**src/rtl/unidade_controle.sv**
```systemverilog
// Moore control unit for the memory game: sequences display, player entry checking
// and RAM writes of new colours through the fluxo_dados command inputs.
module unidade_controle (
  input  logic       clock,
  input  logic       reset,
  input  logic       iniciar,
  input  logic       jogada_feita,
  input  logic       igual,
  input  logic       enderecoIgualLimite,
  input  logic       fim_jogo,
  input  logic       timeout,
  input  logic       timeout_led,
  input  logic       timeout_habilitado,
  output logic       zera_endereco,
  output logic       conta_endereco,
  output logic       zera_limite,
  output logic       conta_limite,
  output logic       zeraR,
  output logic       registrarR,
  output logic       zera_s_timeout,
  output logic       enable_timeout,
  output logic       zera_s_led,
  output logic       enable_led,
  output logic       zera_modo,
  output logic       registra_modo,
  output logic       conf_leds,
  output logic       registra_jogada,
  output logic       pronto,
  output logic       ganhou,
  output logic       perdeu,
  output logic       db_timeout,
  output logic [4:0] db_estado
);

  typedef enum logic [4:0] {
    INICIAL         = 5'h00,
    PREPARACAO      = 5'h01,
    MOSTRA          = 5'h02,
    APAGA_LED       = 5'h03,
    PROXIMO_LED     = 5'h04,
    FIM_MOSTRA      = 5'h05,
    ESPERA_JOGADA   = 5'h06,
    REGISTRA        = 5'h07,
    COMPARACAO      = 5'h08,
    PROXIMA_JOGADA  = 5'h09,
    PREPARA_ESCRITA = 5'h0A,
    ESPERA_ESCRITA  = 5'h0B,
    ESCREVE         = 5'h0C,
    PROXIMA_RODADA  = 5'h0D,
    FIM_ACERTOU     = 5'h1C,
    FIM_ERROU       = 5'h1D,
    FIM_TIMEOUT     = 5'h1E
  } estado_t;

  typedef struct packed {
    logic zera_endereco;
    logic conta_endereco;
    logic zera_limite;
    logic conta_limite;
    logic zeraR;
    logic registrarR;
    logic zera_s_timeout;
    logic enable_timeout;
    logic zera_s_led;
    logic enable_led;
    logic zera_modo;
    logic registra_modo;
    logic conf_leds;
    logic registra_jogada;
    logic pronto;
    logic ganhou;
    logic perdeu;
    logic db_timeout;
  } saidas_t;

  estado_t r_estado;
  estado_t w_prox;
  saidas_t r_saidas;

  // Outputs are decoded from the state being entered and registered alongside it,
  // so they always equal the decode of r_estado without any combinational path.
  function automatic saidas_t decodifica(input estado_t e);
    saidas_t s;
    s = '0;
    case (e)
      PREPARACAO: begin
        s.zera_endereco = 1'b1; s.zera_limite = 1'b1; s.zeraR = 1'b1;
        s.zera_s_timeout = 1'b1; s.zera_s_led = 1'b1; s.registra_modo = 1'b1;
      end
      MOSTRA:          begin s.conf_leds = 1'b1; s.enable_led = 1'b1; end
      APAGA_LED:       s.zera_s_led = 1'b1;
      PROXIMO_LED:     s.conta_endereco = 1'b1;
      FIM_MOSTRA:      begin s.zera_endereco = 1'b1; s.zera_s_timeout = 1'b1; end
      ESPERA_JOGADA:   s.enable_timeout = 1'b1;
      REGISTRA:        begin s.registrarR = 1'b1; s.zera_s_timeout = 1'b1; end
      COMPARACAO:      s = '0;
      PROXIMA_JOGADA:  s.conta_endereco = 1'b1;
      PREPARA_ESCRITA: begin
        s.conta_endereco = 1'b1; s.conta_limite = 1'b1; s.zera_s_timeout = 1'b1;
      end
      ESPERA_ESCRITA:  s.enable_timeout = 1'b1;
      ESCREVE:         begin s.registra_jogada = 1'b1; s.registrarR = 1'b1; end
      PROXIMA_RODADA:  begin
        s.zera_endereco = 1'b1; s.zera_s_led = 1'b1; s.zera_s_timeout = 1'b1;
      end
      FIM_ACERTOU:     begin s.pronto = 1'b1; s.ganhou = 1'b1; end
      FIM_ERROU:       begin s.pronto = 1'b1; s.perdeu = 1'b1; end
      FIM_TIMEOUT:     begin s.pronto = 1'b1; s.perdeu = 1'b1; s.db_timeout = 1'b1; end
      default: begin
        s.zera_endereco = 1'b1; s.zera_limite = 1'b1; s.zeraR = 1'b1;
        s.zera_s_timeout = 1'b1; s.zera_s_led = 1'b1; s.zera_modo = 1'b1;
      end
    endcase
    return s;
  endfunction

  always_comb begin
    w_prox = INICIAL;
    case (r_estado)
      INICIAL:         w_prox = iniciar ? PREPARACAO : INICIAL;
      PREPARACAO:      w_prox = MOSTRA;
      MOSTRA:          w_prox = timeout_led ? APAGA_LED : MOSTRA;
      APAGA_LED:       w_prox = enderecoIgualLimite ? FIM_MOSTRA : PROXIMO_LED;
      PROXIMO_LED:     w_prox = MOSTRA;
      FIM_MOSTRA:      w_prox = ESPERA_JOGADA;
      ESPERA_JOGADA: begin
        if (jogada_feita)                       w_prox = REGISTRA;
        else if (timeout && timeout_habilitado) w_prox = FIM_TIMEOUT;
        else                                    w_prox = ESPERA_JOGADA;
      end
      REGISTRA:        w_prox = COMPARACAO;
      COMPARACAO: begin
        if (!igual)                    w_prox = FIM_ERROU;
        else if (!enderecoIgualLimite) w_prox = PROXIMA_JOGADA;
        else if (fim_jogo)             w_prox = FIM_ACERTOU;
        else                           w_prox = PREPARA_ESCRITA;
      end
      PROXIMA_JOGADA:  w_prox = ESPERA_JOGADA;
      PREPARA_ESCRITA: w_prox = ESPERA_ESCRITA;
      ESPERA_ESCRITA: begin
        if (jogada_feita)                       w_prox = ESCREVE;
        else if (timeout && timeout_habilitado) w_prox = FIM_TIMEOUT;
        else                                    w_prox = ESPERA_ESCRITA;
      end
      ESCREVE:         w_prox = PROXIMA_RODADA;
      PROXIMA_RODADA:  w_prox = MOSTRA;
      FIM_ACERTOU:     w_prox = iniciar ? PREPARACAO : FIM_ACERTOU;
      FIM_ERROU:       w_prox = iniciar ? PREPARACAO : FIM_ERROU;
      FIM_TIMEOUT:     w_prox = iniciar ? PREPARACAO : FIM_TIMEOUT;
      default:         w_prox = INICIAL;
    endcase
  end

  always_ff @(posedge clock) begin
    if (reset) begin
      r_estado <= INICIAL;
      r_saidas <= decodifica(INICIAL);
    end else begin
      r_estado <= w_prox;
      r_saidas <= decodifica(w_prox);
    end
  end

  assign zera_endereco   = r_saidas.zera_endereco;
  assign conta_endereco  = r_saidas.conta_endereco;
  assign zera_limite     = r_saidas.zera_limite;
  assign conta_limite    = r_saidas.conta_limite;
  assign zeraR           = r_saidas.zeraR;
  assign registrarR      = r_saidas.registrarR;
  assign zera_s_timeout  = r_saidas.zera_s_timeout;
  assign enable_timeout  = r_saidas.enable_timeout;
  assign zera_s_led      = r_saidas.zera_s_led;
  assign enable_led      = r_saidas.enable_led;
  assign zera_modo       = r_saidas.zera_modo;
  assign registra_modo   = r_saidas.registra_modo;
  assign conf_leds       = r_saidas.conf_leds;
  assign registra_jogada = r_saidas.registra_jogada;
  assign pronto          = r_saidas.pronto;
  assign ganhou          = r_saidas.ganhou;
  assign perdeu          = r_saidas.perdeu;
  assign db_timeout      = r_saidas.db_timeout;
  assign db_estado       = r_estado;

endmodule

```
**config.mk**
```make
export PLATFORM = sky130hd
export DESIGN_NAME = unidade_controle
export DESIGN_NICKNAME = d
export VERILOG_FILES = /design/src/rtl/unidade_controle.sv
export SDC_FILE = /design/constraint.sdc
export NUM_CORES = 1
export LEC_CHECK = 0
export CORE_UTILIZATION = 32
export DETAILED_ROUTE_END_ITERATION = 7
export GPL_TIMING_DRIVEN = 0
export SETUP_SLACK_MARGIN = 0.15
export SYNTH_ARGS = -nofsm -noshare
export SYNTH_HDL_FRONTEND = slang
export SYNTH_SLANG_ARGS = --single-unit
```
**constraint.sdc**
```tcl
create_clock -name clock -period 2.4 [get_ports clock]
set_input_delay 0.36 -clock clock [delete_from_list [all_inputs] [get_ports clock]]
set_output_delay 0.36 -clock clock [all_outputs]
set_load 0.02 [all_outputs]
```
After elaboration in Yosys (flattened, before gate mapping) --
Index checks and enable logic that the tools add are counted. Widths: inputs -> output; s select.
Word-level totals: input port bits 10, logic and storage cells 93, flip-flop bits (word level) 21, output and inout bits 23
Cells by class: multiplexer cells 30, reductions and logical operators 14, eq/ne operators 32
Operator list (number):
- $pmux 5 s14 | 1
- $eq 5x4->1 const B | 12
- $mux 5 | 10
- $eq 5x3->1 const B | 8
- $eq 5x5->1 const B | 6
- $reduce_or 13->1 | 2
- $eq 5x2->1 const B | 4
- $mux 1 | 19
- $reduce_or 16->1 | 1
- $reduce_or 15->1 | 1
- $reduce_or 11->1 | 1
- $eq 5x1->1 const B | 2
- $reduce_or 3->1 | 3
- $reduce_or 2->1 | 4
- $logic_not 5->1 | 1
- $logic_and 1x1->1 | 1

Longest topological paths before layout --
Gate-level depths: netlist of the first run.
word-level depth 7, gate-level depth with buffers 9, mapped depth without buffers 6

Worst setup path after synthesis of the first run --
No wires, ideal clock.
kind reg-to-reg, start reg r_estado[3] (netlist: db_estado[3]), end reg r_saidas (netlist bit zera_s_led), clock period less this slack 2.150 ns, path slack 0.250 ns, setup time 0.128 ns, required time 2.272 ns, buffers on the path 0, stages on the path, launching flop included 7, arrival time 2.022 ns, path through dfxtp_1 or2b_4 or4_4 and3_4 or3_4 a21oi_1 o31ai_1
Between the ends: cells in the longest elaborated chain, start to end 6, elaborated cells between the ends (all ways) 35, those cells by class eq/ne (29); mux (2); reduce/logical (4)
RTL lines:
- from (decl) | line 76 | estado_t r_estado;
- from (signal assigned) | line 159 | r_estado <= w_prox;
- $eq 5x4->1, or another cell as far along | line 119 | case (r_estado)
- $reduce_or 3->1 (no source line) or $reduce_or 2->1 (tied branches)
- $pmux 5 s14 * | line 119
- $eq 5x5->1, or another cell as far along | line 85 | case (e)
- $reduce_or 13->1 (no source line) *
- $mux 1 * | line 85
- to (signal assigned) | line 157 | r_saidas <= decodifica(INICIAL);
- to (signal assigned) | line 160 | r_saidas <= decodifica(w_prox);
- to (decl) | line 78 | saidas_t r_saidas;
Mark *: on every way between the ends. The rest lies on a longest branch, timed or not. A chain may end at the register's enable or synchronous reset.

Worst setup path in the final report of the first run --
start in igual, end reg r_saidas (netlist bit zera_s_led)
Between the ends: cells in the longest elaborated chain, start to end 5, elaborated cells between the ends (all ways) 17, those cells by class eq/ne (13); mux (3); reduce/logical (1)
RTL lines:
- from (decl) | line 8 | input logic igual,
- $mux 5 * | line 133 | if (!igual) w_prox = FIM_ERROU;
- $pmux 5 s14 * | line 119
- $eq 5x5->1, or another cell as far along | line 85
- $reduce_or 13->1 (no source line) *
- $mux 1 * | line 85
Marks and branches as above.

==> flow_metrics.py, run 1 <==
metrics = {
    "run_status": {
        "status": "completed",
    },
    "detailed_routing": {
        "ant_nets": 0,
        "route.detailed.drc": 0,
        "dr_total_vias": 1195,
        "via_per_inst": 5.173,
        "drtIter0Drc": 55,
        "drt-pass1-iter-count": 4,
        "drt_wl_total_um": 3173,
        "routedWlPerCell_um": 13.74,
    },
    "placed_design": {
        "place_ws_ns": -0.1469,
        "dp_hpwl_um": 2312,
        "portBuffers": 32,
        "dpl_cell_area_um2": 1635,
        "place.gp.congestion": 0.9017,
        "dp_cells": 218,
    },
    "synthesis": {
        "synth.most_common_cell": "dfxtp_1",
        "yosys.area.top_type_share": 0.3350,
        "ys_ff_latch": 21,
        "netlist_instances": 138,
        "synth_nets": 148,
        "synth_top_family_by_area": "simple AND/OR/NAND/NOR gates",
        "synth_commonest_cells": "dfxtp_1, nor2_1, nand2_1",
        "syn_area_per_cell_um2": 9.094,
        "async_flop_share": 0,
        "synthAdderAreaFrac": 0,
        "synth_edf_count": 0,
        "synth_area_um2": 1255,
        "synth_mux_area_frac": 0,
        "synth_area_leader_cell": "dfxtp_1",
        "synth-xor-area-share": 0.006979,
        "ys.flop_type": "dfxtp_1",
        "synthSimpleGateAreaFrac": 0.3031,
        "synth_area_leaders": "dfxtp_1, a2111oi_4, nor2_1",
        "yosys_warnings": 0,
        "ys_seq_area_frac": 0.3350,
        "ys_types": 56,
        "synth_compound_area_frac": 0.2722,
    },
    "timing": {
        "report.final.slew_viol_count": 0,
        "report.final.hold_viol_count": 0,
        "worst_slack_ns": 0.2370,
        "max_clock_freq_mhz": 462.3,
        "setup_viol": 0,
        "period_needed_ns": 2.163,
        "max-slew-margin-rel": 0.6986,
        "tightest_slew_ns": 0.4507,
        "rsz0062_at_grt": "yes",
        "skew_ns": 0.006540,
        "fin_crit_sh": 0.9013,
        "timing.setup.tns_ns": 0,
    },
    "worst_setup_path": {
        "worstPathMaxFanout": 5,
        "crit_path_end_kind": "flop",
        "reg2reg_to": "zera_s_led$_SDFF_PP1_",
        "r2r_setup_slack_ns": 0.25,
        "r2r_cells": 7,
        "worstSetupStartpointType": "input pin",
        "r2r-start": "db_estado[0]$_SDFF_PP0_",
        "required_ns": 2.54,
        "crit_type": "in -> reg",
        "cp.arrival_ns": 2.30,
    },
    "finish": {
        "fillers": 366,
        "final_area_um2": 1794,
        "seq_area_um2": 422.9,
        "fin_cells": 231,
        "multiInputGateArea_um2": 767.0,
        "syn_to_final_growth_pct": 42.97,
        "nNetsFinal": 194,
        "diodes": 0,
        "drive_gt1_frac": 0.2568,
        "final_util": 0.4828,
    },
    "worst_hold_path": {
        "min_to": "conta_limite$_SDFF_PP0_",
        "hold_path_class": "in -> reg",
        "hold_path_depth": 4,
        "min-delay-start": "enderecoIgualLimite",
    },
    "floorplan": {
        "initial_utilization": 0.3377,
        "core_um2": 3716,
        "die_w_um": 64.63,
        "die_y_um": 64.63,
        "io_pins": 33,
        "die-area_um2": 4176,
        "core.rowCount": 22,
    },
    "clocking": {
        "clock_path_buffers": 2,
        "clock_latency_ns": 0.26,
        "cts_tree": "done",
        "cts.clk_slew.worst_paths_ns": 0.07,
        "clockRootBuffer": "clkbuf_8",
        "cts_sinks": 21,
        "cts_buffers": 3,
        "cts_max_level": 1,
    },
    "power_and_ir_drop": {
        "leakagePower_nw": 0.6779,
        "power-per-cell-area_nw_per_um2": 589.2,
        "peakVddDrop_v": 0.0004612,
    },
    "global_routing": {
        "grt_pass1_vias": 1118,
        "grt_start_max_net_pins": 12,
        "grt_first_pass_wirelength_um": 5271,
        "track_usage": 0.1619,
        "antenna_found_initial": 0,
        "globalRouteOverflowTotal": 0,
    },
    "run": {
        "cap_violations": 0,
    },
}
-- layer usage --
metal | track usage | part of all wire | vias up
li1 | - | - | 595
met1 | 0.2240 | 0.50 | 564
met2 | 0.2513 | 0.44 | 32
met3 | 0.04049 | 0.049 | 4
met4 | 0.03611 | 0.010 | 0
met5 | 0 | 0 | -
-- registers in the layout (all words and copies together) (netlist names) --
| register | flops |
|---|---|
| conta_limite | 1 |
| db_estado | 5 |
| conf_leds | 1 |
| enable_timeout | 1 |
| pronto | 1 |
| zeraR | 1 |
| registra_modo | 1 |
| zera_endereco | 1 |
| perdeu | 1 |
| zera_s_timeout | 1 |
| ganhou | 1 |
| db_timeout | 1 |
| registra_jogada | 1 |
| registrarR | 1 |
| zera_s_led | 1 |
| zera_modo | 1 |
| conta_endereco | 1 |
-- what timing repair did --
item / in CTS / in global routing
buffers inserted: 0 / 9
resized for setup: 1 / 13
pin swaps: 1 / 3
hold buffers: 0 / 0
endpoints found under the setup margin: 2 / 8
-- cell type report --
type | instances | area share
inverter | 6 | 0.01255
timing repair buffer | 41 | 0.2183
tap | 48 | 0.03347
buffer | 11 | 0.04742
clock buffer | 4 | 0.02510
sequential | 21 | 0.2357
multi-input combinational | 100 | 0.4275
-- critical path, cell delays in order --
cell             delay (ns)
clkdlybuf4s50_1        0.55
nand3b_1               0.14
or4_4                  0.48
and3_4                 0.19
or3_4                  0.35
a21oi_1                0.15
o31ai_1                0.08
-- stage by stage --
| stage | hold slack (ns) | total power, mW |
|---|---|---|
| 5_1_grt | 0.6707 | 1.124 |
| 2_1_floorplan | 0.4520 | 0.6835 |
| 3_5_place_dp | 0.7662 | 0.8234 |
| 4_1_cts | 0.6620 | 1.046 |
| 3_3_place_gp | 0.7671 | 0.8243 |
| 6_report | 0.6499 | 1.057 |
-- power breakdown --
group          internal [mW]  switching [mW]  leakage (nW)
logic                  0.210           0.229         0.483
registers              0.382          0.0153         0.172
clock network          0.118           0.103        0.0228
total                  0.710           0.347         0.678
-- worst max path at each step --
stage / from / to
finish: igual / zera_s_led$_SDFF_PP1_
global route: iniciar / zeraR$_SDFF_PP1_
CTS: db_estado[1]$_SDFF_PP0_ / zera_s_led$_SDFF_PP1_
detailed placement: jogada_feita / zera_s_led$_SDFF_PP1_
global placement: jogada_feita / zera_s_led$_SDFF_PP1_
floorplan: db_estado[3]$_SDFF_PP0_ / zera_s_led$_SDFF_PP1_
-- cells by family after synthesis --
family                 count (synthesis)
flip-flops                            21
buffers and inverters                 17
AND/OR/NAND/NOR                       61
AO/OA/AOI/OAI                         38
XOR/XNOR                               1
-- placed cells by master, fill, tap and decap left out, drive strengths merged, types with 3 or more instances in the layout --
| cell | count |
|---|---|
| a21boi | 3 |
| nand3 | 4 |
| clkdlybuf4s50 | 29 |
| or2 | 6 |
| a2111oi | 3 |
| a21oi | 5 |
| nor3 | 5 |
| or3 | 3 |
| o21ai | 4 |
| clkbuf | 6 |
| nand2b | 5 |
| dfxtp | 21 |
| nand2 | 8 |
| a211oi | 3 |
| buf | 18 |
| nor2 | 10 |
| and2 | 3 |
| inv | 6 |
(Power assumes the default switching activity.)
==> run 2: changes to the inputs <==
--- a/config.mk
+++ b/config.mk
@@ -6,6 +6,7 @@
 export NUM_CORES = 1
 export LEC_CHECK = 0
 export CORE_UTILIZATION = 32
+export CTS_CLUSTER_DIAMETER = 120
 export DETAILED_ROUTE_END_ITERATION = 7
 export GPL_TIMING_DRIVEN = 0
 export SETUP_SLACK_MARGIN = 0.15
==> constraint.sdc (replaced) <==
create_clock -name clock -period 2.3 [get_ports clock]
set_input_delay 0.345 -clock clock [delete_from_list [all_inputs] [get_ports clock]]
set_output_delay 0.345 -clock clock [all_outputs]
set_load 0.02 [all_outputs]
==> flow_metrics.py, run 2 (synthesized netlist as in run 1, its figures left out) <==
metrics = {
    "floorplan": {
        "core_um2": 3716,
        "die_y_um": 64.63,
        "die-area_um2": 4176,
        "die_w_um": 64.63,
        "initial_utilization": 0.3377,
        "io_pins": 33,
        "core.rowCount": 22,
    },
    "run": {
        "cap_violations": 0,
    },
    "timing": {
        "setup_viol": 0,
        "worst_slack_ns": 0.1840,
        "max-slew-margin-rel": 0.6975,
        "period_needed_ns": 2.116,
        "tightest_slew_ns": 0.4523,
        "timing.setup.tns_ns": 0,
        "report.final.hold_viol_count": 0,
        "report.final.slew_viol_count": 0,
        "max_clock_freq_mhz": 472.6,
        "skew_ns": 0.001050,
        "rsz0062_at_grt": "yes",
        "fin_crit_sh": 0.9200,
    },
    "worst_setup_path": {
        "crit_type": "in -> reg",
        "cp.arrival_ns": 2.25,
        "worstSetupStartpointType": "input pin",
        "required_ns": 2.44,
        "crit_path_end_kind": "flop",
        "worstPathMaxFanout": 5,
    },
    "placed_design": {
        "dp_hpwl_um": 2360,
        "place.gp.congestion": 0.9121,
        "place_ws_ns": -0.2469,
        "portBuffers": 32,
        "dp_cells": 218,
    },
    "clocking": {
        "cts.clk_slew.worst_paths_ns": 0.07,
        "clock_path_buffers": 2,
        "cts_tree": "done",
        "clockRootBuffer": "clkbuf_8",
        "cts_max_level": 1,
        "cts_sinks": 21,
        "cts_buffers": 3,
        "ctsHoldBuffers": 0,
        "clock_latency_ns": 0.25,
    },
    "finish": {
        "layout_common_cells": "clkdlybuf4s50_1, dfxtp_1, buf_4",
        "syn_to_final_growth_pct": 46.96,
        "fin_cells": 230,
        "diodes": 0,
        "final_util": 0.4963,
        "largest_reg_flops": 5,
        "drive_gt1_frac": 0.3022,
        "nNetsFinal": 193,
        "final_common_cell": "clkdlybuf4s50_1",
    },
    "global_routing": {
        "globalRouteOverflowTotal": 0,
        "grt_start_max_net_pins": 12,
        "antenna_found_initial": 0,
        "grt_pass1_vias": 1150,
        "grt_first_pass_wirelength_um": 5568,
        "track_usage": 0.1703,
    },
    "detailed_routing": {
        "dr_total_vias": 1204,
        "drt_wl_total_um": 3287,
        "drt-pass1-iter-count": 4,
        "route.detailed.drc": 0,
        "via_per_inst": 5.235,
        "ant_nets": 0,
        "routedWlPerCell_um": 14.29,
        "drtIter0Drc": 84,
    },
    "power_and_ir_drop": {
        "leakagePower_nw": 0.7006,
        "peakVddDrop_v": 0.0004622,
        "power.total_mw": 1.128,
        "power-per-cell-area_nw_per_um2": 611.8,
    },
    "worst_hold_path": {
        "hold_path_class": "in -> reg",
    },
    "run_status": {
        "status": "completed",
    },
}
-- run 2: cell count changes in the layout (fill, tap and decap cells not counted), moves of 2 or more --
cell             previous run  this run
o31ai_2                     0         2
nand3_1                     4         2
o31ai_1                     2         0
clkdlybuf4s50_1            29        27
dlymetal6s2s_1              2         4
nand3_2                     0         2
-- run 2: per-layer routing --
layer / track usage / wire, µm / up-vias / part of all wire
met5: 0 / 0 / - / 0
met4: 0.03056 / 12 / 0 / 0.0037
met3: 0.04754 / 138 / 2 / 0.042
met2: 0.2526 / 1530 / 35 / 0.47
met1: 0.2449 / 1605 / 573 / 0.49
li1: - / - / 594 / -
-- run 2: path summary, 6_finish.rpt --
path | startpoint | endpoint | slack (ns) | depth (start not counted)
worst min-delay path | jogada_feita | registrarR$_SDFF_PP0_ | 0.62 | 3
worst max-delay path | fim_jogo | zera_s_led$_SDFF_PP1_ | 0.18 | 7
worst max register to register | db_estado[2]$_SDFF_PP0_ | zera_s_led$_SDFF_PP1_ | 0.20 | 6
worst min register to register | db_estado[2]$_SDFF_PP0_ | conta_limite$_SDFF_PP0_ | 0.79 | 3
-- run 2: metrics by stage --
step / instance area [µm²] / hold WS (ns)
CTS: 1697 / 0.6495
global placement: 1637 / 0.7668
finish: 1844 / 0.6235
detailed placement: 1637 / 0.7621
floorplan: 1256 / 0.4370
global route: 1844 / 0.6336
-- run 2: what timing repair did --
item	4_1_cts	5_1_grt
gates resized for setup	2	24
endpoints found under the setup margin	9	9
pin swaps	2	10
setup buffers	2	6
-- run 2: layout make-up --
class,instances,area [µm²]
buffer,11,87.58
clock buffer,4,45.04
fill,372,1872
inverter,6,22.52
multi-input combinational,100,817.0
sequential,21,422.9
tap,48,60.06
timing repair buffer,40,389.1
-- run 2: where the power goes --
| part | total (mW) | switching [mW] | leakage (nW) | internal [mW] |
|---|---|---|---|---|
| logic | 0.483 | 0.254 | 0.506 | 0.229 |
| registers | 0.414 | 0.0157 | 0.172 | 0.399 |
| clock network | 0.231 | 0.108 | 0.0228 | 0.123 |
| total | 1.13 | 0.378 | 0.701 | 0.751 |
-- run 2: critical path, stage by stage --
cell	delay, ns
clkdlybuf4s50_1	0.42
nand3b_1	0.20
or4_4	0.54
and3_4	0.19
or3_4	0.35
a21oi_2	0.14
o31ai_2	0.08
